## src/rtl/snake_pkg.sv

```systemverilog
// Shared types and constants for the snake game-state core.
package snake_pkg;

  typedef enum logic [1:0] {NONE = 2'b00, HEAD = 2'b01, BODY = 2'b10, WALL = 2'b11} cell_e;
  typedef enum logic [1:0] {UP = 2'b00, DOWN = 2'b01, LEFT = 2'b10, RIGHT = 2'b11} dir_e;
  typedef enum logic [1:0] {IDLE = 2'b00, PLAY = 2'b01, DEAD = 2'b10} state_e;

  localparam int GRID_W     = 40;
  localparam int GRID_H     = 30;
  localparam int CELL_SHIFT = 4;

  localparam logic [5:0] LAST_COL = 6'(GRID_W - 1);
  localparam logic [4:0] LAST_ROW = 5'(GRID_H - 1);

  localparam logic [5:0] INIT_X   = 6'd20;
  localparam logic [4:0] INIT_Y   = 5'd15;
  localparam int         INIT_LEN = 3;

  // Opposite directions differ only in bit 0 within the same axis.
  function automatic dir_e reverse_dir(input dir_e d);
    return dir_e'({d[1], ~d[0]});
  endfunction

  function automatic logic is_wall(input logic [5:0] x, input logic [4:0] y);
    return (x == '0) || (x == LAST_COL) || (y == '0) || (y == LAST_ROW);
  endfunction

  // Initial snake lies horizontally, head rightmost; unused slots are zeroed.
  function automatic logic [5:0] init_seg_x(input int i);
    return (i < INIT_LEN) ? INIT_X - 6'(i) : '0;
  endfunction

  function automatic logic [4:0] init_seg_y(input int i);
    return (i < INIT_LEN) ? INIT_Y : '0;
  endfunction

endpackage

```

## src/rtl/snake_cell_match.sv

```systemverilog
// Combinational match of one grid cell against the valid part of the segment list.
module snake_cell_match
  import snake_pkg::*;
#(
  parameter int MAX_LEN = 16,
  parameter int LEN_W   = $clog2(MAX_LEN + 1)
) (
  input  logic [5:0]                x,
  input  logic [4:0]                y,
  input  logic [MAX_LEN-1:0][5:0]   seg_x,
  input  logic [MAX_LEN-1:0][4:0]   seg_y,
  input  logic [LEN_W-1:0]          len,
  input  logic                      excl_tail,
  output logic                      hit_head,
  output logic                      hit_body
);

  // NOTE: every always_comb output gets a default first so no path leaves it unassigned (no latch).
  always_comb begin
    hit_head = (len != '0) && (seg_x[0] == x) && (seg_y[0] == y);
    hit_body = 1'b0;
    for (int i = 1; i < MAX_LEN; i++) begin
      if ((i < int'(len)) && !(excl_tail && (i == int'(len) - 1)) &&
          (seg_x[i] == x) && (seg_y[i] == y))
        hit_body = 1'b1;
    end
  end

endmodule

```

## src/rtl/snake_engine.sv

```systemverilog
// Snake game-state core: segment list, movement, collisions and per-pixel cell query.
// Define SNAKE_WRAP_EN to remove the border walls and wrap the head around the grid.
module snake_engine
  import snake_pkg::*;
#(
  parameter int MAX_LEN = 16
) (
  input  logic                           clk,
  input  logic                           reset,
  input  logic                           start,
  input  logic                           move_en,
  input  logic [1:0]                     dir,
  input  logic [5:0]                     apple_x,
  input  logic [4:0]                     apple_y,
  input  logic [9:0]                     x_pos,
  input  logic [9:0]                     y_pos,
  output logic [1:0]                     snake,
  output logic                           apple_eaten,
  output logic                           game_over,
  output logic [$clog2(MAX_LEN+1)-1:0]   snake_len
);

  localparam int LEN_W = $clog2(MAX_LEN + 1);

  state_e                 state, next_state;
  dir_e                   cur_dir, req_dir, eff_dir;
  logic [MAX_LEN-1:0][5:0] seg_x;
  logic [MAX_LEN-1:0][4:0] seg_y;
  logic [5:0]             new_x, qx;
  logic [4:0]             new_y, qy;
  logic                   grow, collide, wall_hit, do_move, do_init;
  logic                   col_head, col_body, q_head, q_body, q_in_range;
  cell_e                  q_code;

  assign req_dir = dir_e'(dir);
  assign eff_dir = (req_dir == reverse_dir(cur_dir)) ? cur_dir : req_dir;

  always_comb begin
    new_x = seg_x[0];
    new_y = seg_y[0];
    unique case (eff_dir)
`ifdef SNAKE_WRAP_EN
      UP:    new_y = (seg_y[0] == '0)       ? LAST_ROW : seg_y[0] - 5'd1;
      DOWN:  new_y = (seg_y[0] == LAST_ROW) ? '0       : seg_y[0] + 5'd1;
      LEFT:  new_x = (seg_x[0] == '0)       ? LAST_COL : seg_x[0] - 6'd1;
      RIGHT: new_x = (seg_x[0] == LAST_COL) ? '0       : seg_x[0] + 6'd1;
`else
      UP:    new_y = seg_y[0] - 5'd1;
      DOWN:  new_y = seg_y[0] + 5'd1;
      LEFT:  new_x = seg_x[0] - 6'd1;
      RIGHT: new_x = seg_x[0] + 6'd1;
`endif
    endcase
  end

  assign grow = (new_x == apple_x) && (new_y == apple_y);

`ifdef SNAKE_WRAP_EN
  assign wall_hit = 1'b0;
`else
  assign wall_hit = is_wall(new_x, new_y);
`endif

  // The tail vacates its cell on a non-growing move, so the head may follow it.
  snake_cell_match #(.MAX_LEN(MAX_LEN), .LEN_W(LEN_W)) u_collide_match (
    .x         (new_x),
    .y         (new_y),
    .seg_x     (seg_x),
    .seg_y     (seg_y),
    .len       (snake_len),
    .excl_tail (~grow),
    .hit_head  (col_head),
    .hit_body  (col_body)
  );

  assign collide = wall_hit | col_head | col_body;

  always_comb begin
    next_state = state;
    do_move    = 1'b0;
    do_init    = 1'b0;
    unique case (state)
      IDLE: if (start) next_state = PLAY;
      PLAY: begin
        if (move_en) begin
          if (collide) next_state = DEAD;
          else         do_move    = 1'b1;
        end
      end
      DEAD: begin
        if (start) begin
          next_state = IDLE;
          do_init    = 1'b1;
        end
      end
      default: next_state = IDLE;
    endcase
  end

  // NOTE: sequential state uses non-blocking assignments so every register samples pre-edge values.
  always_ff @(posedge clk or negedge reset) begin
    if (!reset) state <= IDLE;
    else        state <= next_state;
  end

  assign game_over = (state == DEAD);

  // NOTE: the segment store is reset explicitly because it must come up holding the initial snake.
  always_ff @(posedge clk or negedge reset) begin
    if (!reset) begin
      for (int i = 0; i < MAX_LEN; i++) begin
        seg_x[i] <= init_seg_x(i);
        seg_y[i] <= init_seg_y(i);
      end
      snake_len   <= LEN_W'(INIT_LEN);
      cur_dir     <= RIGHT;
      apple_eaten <= 1'b0;
    end else begin
      apple_eaten <= do_move & grow;
      if (do_init) begin
        for (int i = 0; i < MAX_LEN; i++) begin
          seg_x[i] <= init_seg_x(i);
          seg_y[i] <= init_seg_y(i);
        end
        snake_len <= LEN_W'(INIT_LEN);
        cur_dir   <= RIGHT;
      end else begin
        if ((state == PLAY) && move_en) cur_dir <= eff_dir;
        if (do_move) begin
          for (int i = MAX_LEN - 1; i > 0; i--) begin
            seg_x[i] <= seg_x[i-1];
            seg_y[i] <= seg_y[i-1];
          end
          seg_x[0] <= new_x;
          seg_y[0] <= new_y;
          if (grow && (snake_len != LEN_W'(MAX_LEN))) snake_len <= snake_len + 1'b1;
        end
      end
    end
  end

  assign qx         = x_pos[CELL_SHIFT +: 6];
  assign qy         = y_pos[CELL_SHIFT +: 5];
  assign q_in_range = (x_pos < 10'd640) && (y_pos < 10'd480);

  snake_cell_match #(.MAX_LEN(MAX_LEN), .LEN_W(LEN_W)) u_query_match (
    .x         (qx),
    .y         (qy),
    .seg_x     (seg_x),
    .seg_y     (seg_y),
    .len       (snake_len),
    .excl_tail (1'b0),
    .hit_head  (q_head),
    .hit_body  (q_body)
  );

  always_comb begin
    q_code = NONE;
    if (q_in_range) begin
`ifdef SNAKE_WRAP_EN
      if      (q_head) q_code = HEAD;
      else if (q_body) q_code = BODY;
`else
      if      (is_wall(qx, qy)) q_code = WALL;
      else if (q_head)          q_code = HEAD;
      else if (q_body)          q_code = BODY;
`endif
    end
  end

  always_ff @(posedge clk or negedge reset) begin
    if (!reset) snake <= 2'b00;
    else        snake <= q_code;
  end

endmodule

```

## config.mk

```make
export PLATFORM = sky130hd
export DESIGN_NAME = snake_engine
export DESIGN_NICKNAME = d
export VERILOG_FILES = /design/src/rtl/snake_pkg.sv /design/src/rtl/snake_cell_match.sv /design/src/rtl/snake_engine.sv
export SDC_FILE = /design/constraint.sdc
export NUM_CORES = 1
export LEC_CHECK = 0
export BUFFER_PORTS_ARGS = -buffer_cell sky130_fd_sc_hd__clkbuf_2
export CAP_MARGIN = 25
export CORE_UTILIZATION = 30
export CTS_BUF_LIST = sky130_fd_sc_hd__clkbuf_16
export CTS_CLUSTER_DIAMETER = 40
export DETAILED_ROUTE_END_ITERATION = 8
export SLEW_MARGIN = 10
export SYNTH_ARGS = -nofsm -noshare
export SYNTH_HDL_FRONTEND = slang
export SYNTH_HIERARCHICAL = 1
export SYNTH_SLANG_ARGS = --single-unit
```

## constraint.sdc

```tcl
create_clock -name clk -period 16.8 [get_ports clk]
set_input_delay 2.52 -clock clk [delete_from_list [all_inputs] [get_ports clk]]
set_output_delay 2.52 -clock clk [all_outputs]
set_load 0.05 [all_outputs]
```

==> impl_metrics.csv <==
group,metric,value,unit
status,status,"complete, no violations",
clocking,h-tree-depth,4,
timing,clock_skew,0.0176,ns
critical_path,worst_setup_path_start_kind,"primary input",
grt,groute.layer.met2.usage,30.1,%
route,drc,0,
critical_path,timing.critical_path.required,17.17,ns
grt,grt_start_max_net_pins,111,
grt,number_of_global_route_vias_before_repair,12100,
floorplan,placement_rows,78,
timing,final_max_slew_viol_count,0,
route,drt_first_iter_violations,1613,
grt,met3_usage,4.04,%
timing,fmax,0.0980,GHz
yosys,synth_area_per_cell,8.55,um^2
grt,grt_util_all_layers,19.4,%
floorplan,die_h,217,um
route,detail_route.first_pass.iterations,5,
yosys,seq_area_frac_synth,34.1,%
finish,num-fill-cells,4775,
grt,met1_usage,26.7,%
critical_path,critPathCaptureType,"flop",
route,wl,46300,um
timing,max-slew-margin-rel,31.1,%
yosys,ys_seq_elements,188,
finish,flow.area_growth_from_synthesis,8.08,%
finish,finish.cell_count_without_fillers,2170,
critical_path,timing.setup.critical_path_class,"primary input to flop",
yosys,synthCells,1623,
yosys,asyncSetResetFlopFracSynth,100,%
grt,grt_remaining_overflow,0,
yosys,yosys.cell_types.count,66,
yosys,yosysMostFrequentCell,"nand3_1",
floorplan,initial_utilization,30.5,%
yosys,synth.cell_area,13900,um^2
yosys,yosysWarnings,6,
run,count_of_maximum_capacitance_violations,0,
yosys,synth_ff_type,"dfrtp_1",
floorplan,floorplan.io_pins,46,
yosys,synth_area_leader,"dfrtp_1",
placement,hpwl_dp,27300,um
clocking,clk_pin_slew_worst_paths,0.07,ns
clocking,clock_sink_count,188,
clocking,clock_insertion_delay_worst_skew,0.46,ns
yosys,synth_enable_flop_cells,0,
critical_path,crit_path_max_fanout,93,
timing,fin_tns_setup,0,ns
placement,gp_congestion,0.894,
clocking,post-cts-setup-buffer-count,0,
power,static-leakage-power,5.78,nW
yosys,synthTopCellsByArea,"dfrtp_1, xor2_1, xnor2_1",
route,wire_per_inst,21.3,um
timing,post-route-period-util,60.7,%
grt,wire_length_of_the_first_global_routing_pass,71900,um
floorplan,design.core.area,45500,um^2
power,power_density,218,nW/um^2
clocking,cts.hold.buffers_added,0,
grt,number_of_antenna_violations_at_the_first_check_in_global_routing,0,
timing,finalHoldViolations,0,
finish,layout-drive-gt1-share,9.43,%
timing,setup_viol_count_final,0,
power,worst_ir_drop_vdd,0.163,mV
timing,worst_pin_slew,1.03,ns
placement,placedCellCount,2135,
yosys,synthTopCellsByCount,"nand3_1, xor2_1, o21ai_0",
placement,placement.io_buffers,37,
clocking,root_buffer,"clkbuf_16",
clocking,cts-root-to-sink-buffers,2,
floorplan,floorplan.die_area,47100,um^2
finish,layout.nets,1606,
min_path,min_path_cells,2,
floorplan,floorplan.die.width,217,um
clocking,post_cts_resized,0,
timing,grt_setup_unrepaired,"no",
yosys,synth_top_area_share,29.8,%
route,vias,12600,
critical_path,cp_data_arrival_time,10.57,ns
clocking,cts_tree,"built",
route,final_ant_viol_nets,0,
route,routed_via_density,5.81,
grt,grt.busiest_layer,"met2",
critical_path,reg2regPathDepth,24,
clocking,numCtsBuffers,17,
finish,diodes,0,
min_path,timing.hold.worst.class,"flop to flop",
timing,period_minus_slack,10.20,ns
-- metal layers --
layer	vias up	routed length [um]
met5	-	0
met4	0	1170
met3	79	3680
met2	571	21000
met1	6307	20500
li1	5644	-
-- worst max-delay path: stages --
cell,delay [ns]
clkbuf_2,0.08
buf_4,0.33
xor2_2,0.23
mux2i_4,0.40
or2_2,0.22
ha_1,0.23
a21o_1,0.18
a2111oi_0,0.74
a221oi_4,0.04
buf_4,0.34
xor2_1,0.20
nor4_1,0.67
nand3_1,0.45
inv_1,0.30
a21oi_1,0.14
o21ai_0,0.36
a41oi_1,0.26
o2111a_1,0.18
nand3_1,0.11
nor2_1,0.10
a21boi_0,0.16
nand4_1,0.21
a221o_4,0.79
buf_4,0.81
o21ai_0,0.20
a21oi_1,0.20
-- placed cells by master (no fill, tap or decap), drive strengths merged, types with 8 or more instances in the layout --
master / n
dfstp: 23
nand2: 32
buf: 31
a2111oi: 9
nor4: 56
clkbuf: 54
ha: 10
nand4: 52
dfrtp: 165
nor2: 32
xnor2: 173
a21oi: 172
inv: 23
xor2: 203
nand3: 203
nor3: 29
a31oi: 10
o21ai: 180
or4: 8
-- final cells by class --
class,instances,area [um^2],area share [%]
sequential,188,4730,31.6
clock inverter,15,140,0.935
clock buffer,17,425,2.84
inverter,17,63.8,0.426
timing repair buffer,68,464,3.10
multi-input combinational,1265,8410,56.1
tap,600,751,5.01
-- kinds of logic after synthesis --
logic type      Yosys count  synth area share [%]
buf+inv                 174                  6.00
other cells               1                0.0270
xor+xnor                376                  23.8
compound gates          425                  17.1
mux                       8                 0.695
fa+ha+maj                12                  1.19
flops                   188                  34.1
simple gates            439                  17.0
-- sequential cells by signal, summed over array words and instances, names as in the netlist --
signal / cells
cur_dir: 2
state: 2
apple_eaten: 1
seg_x: 96
snake: 2
seg_y: 80
snake_len: 5
-- stage by stage --
step | cell area (um^2) | hold WS [ns] | power [mW] | util (%) | worst slack (ns)
global placement | 14400 | 0.511 | 2.76 | 31.6 | 6.32
finish | 15000 | 0.538 | 3.27 | 33.0 | 6.60
floorplan | 13900 | 0.498 | 2.33 | - | 9.18
CTS | 14900 | 0.544 | 3.23 | 32.8 | 6.81
detailed placement | 14400 | 0.530 | 2.81 | 31.6 | 6.34
global route | 15000 | 0.557 | 3.46 | 33.0 | 6.18
-- path summary, 6_finish.rpt --
check,from,end,slack [ns]
min in group asynchronous,reset,seg_x[61],2.13
max,dir[1],seg_y[50],6.60
min,seg_x[10],seg_x[16],0.54
max in group asynchronous,reset,cur_dir[0],13.38
max reg2reg,cur_dir[1],seg_y[50],8.55
min reg2reg,seg_x[10],seg_x[16],0.54
-- power breakdown --
group / internal [mW] / total, mW / switching [mW]
registers: 0.639 / 0.924 / 0.285
logic: 0.656 / 1.94 / 1.28
clock network: 0.207 / 0.408 / 0.201
total: 1.50 / 3.27 / 1.77
No activity file was read; power rests on OpenSTA's default activity.
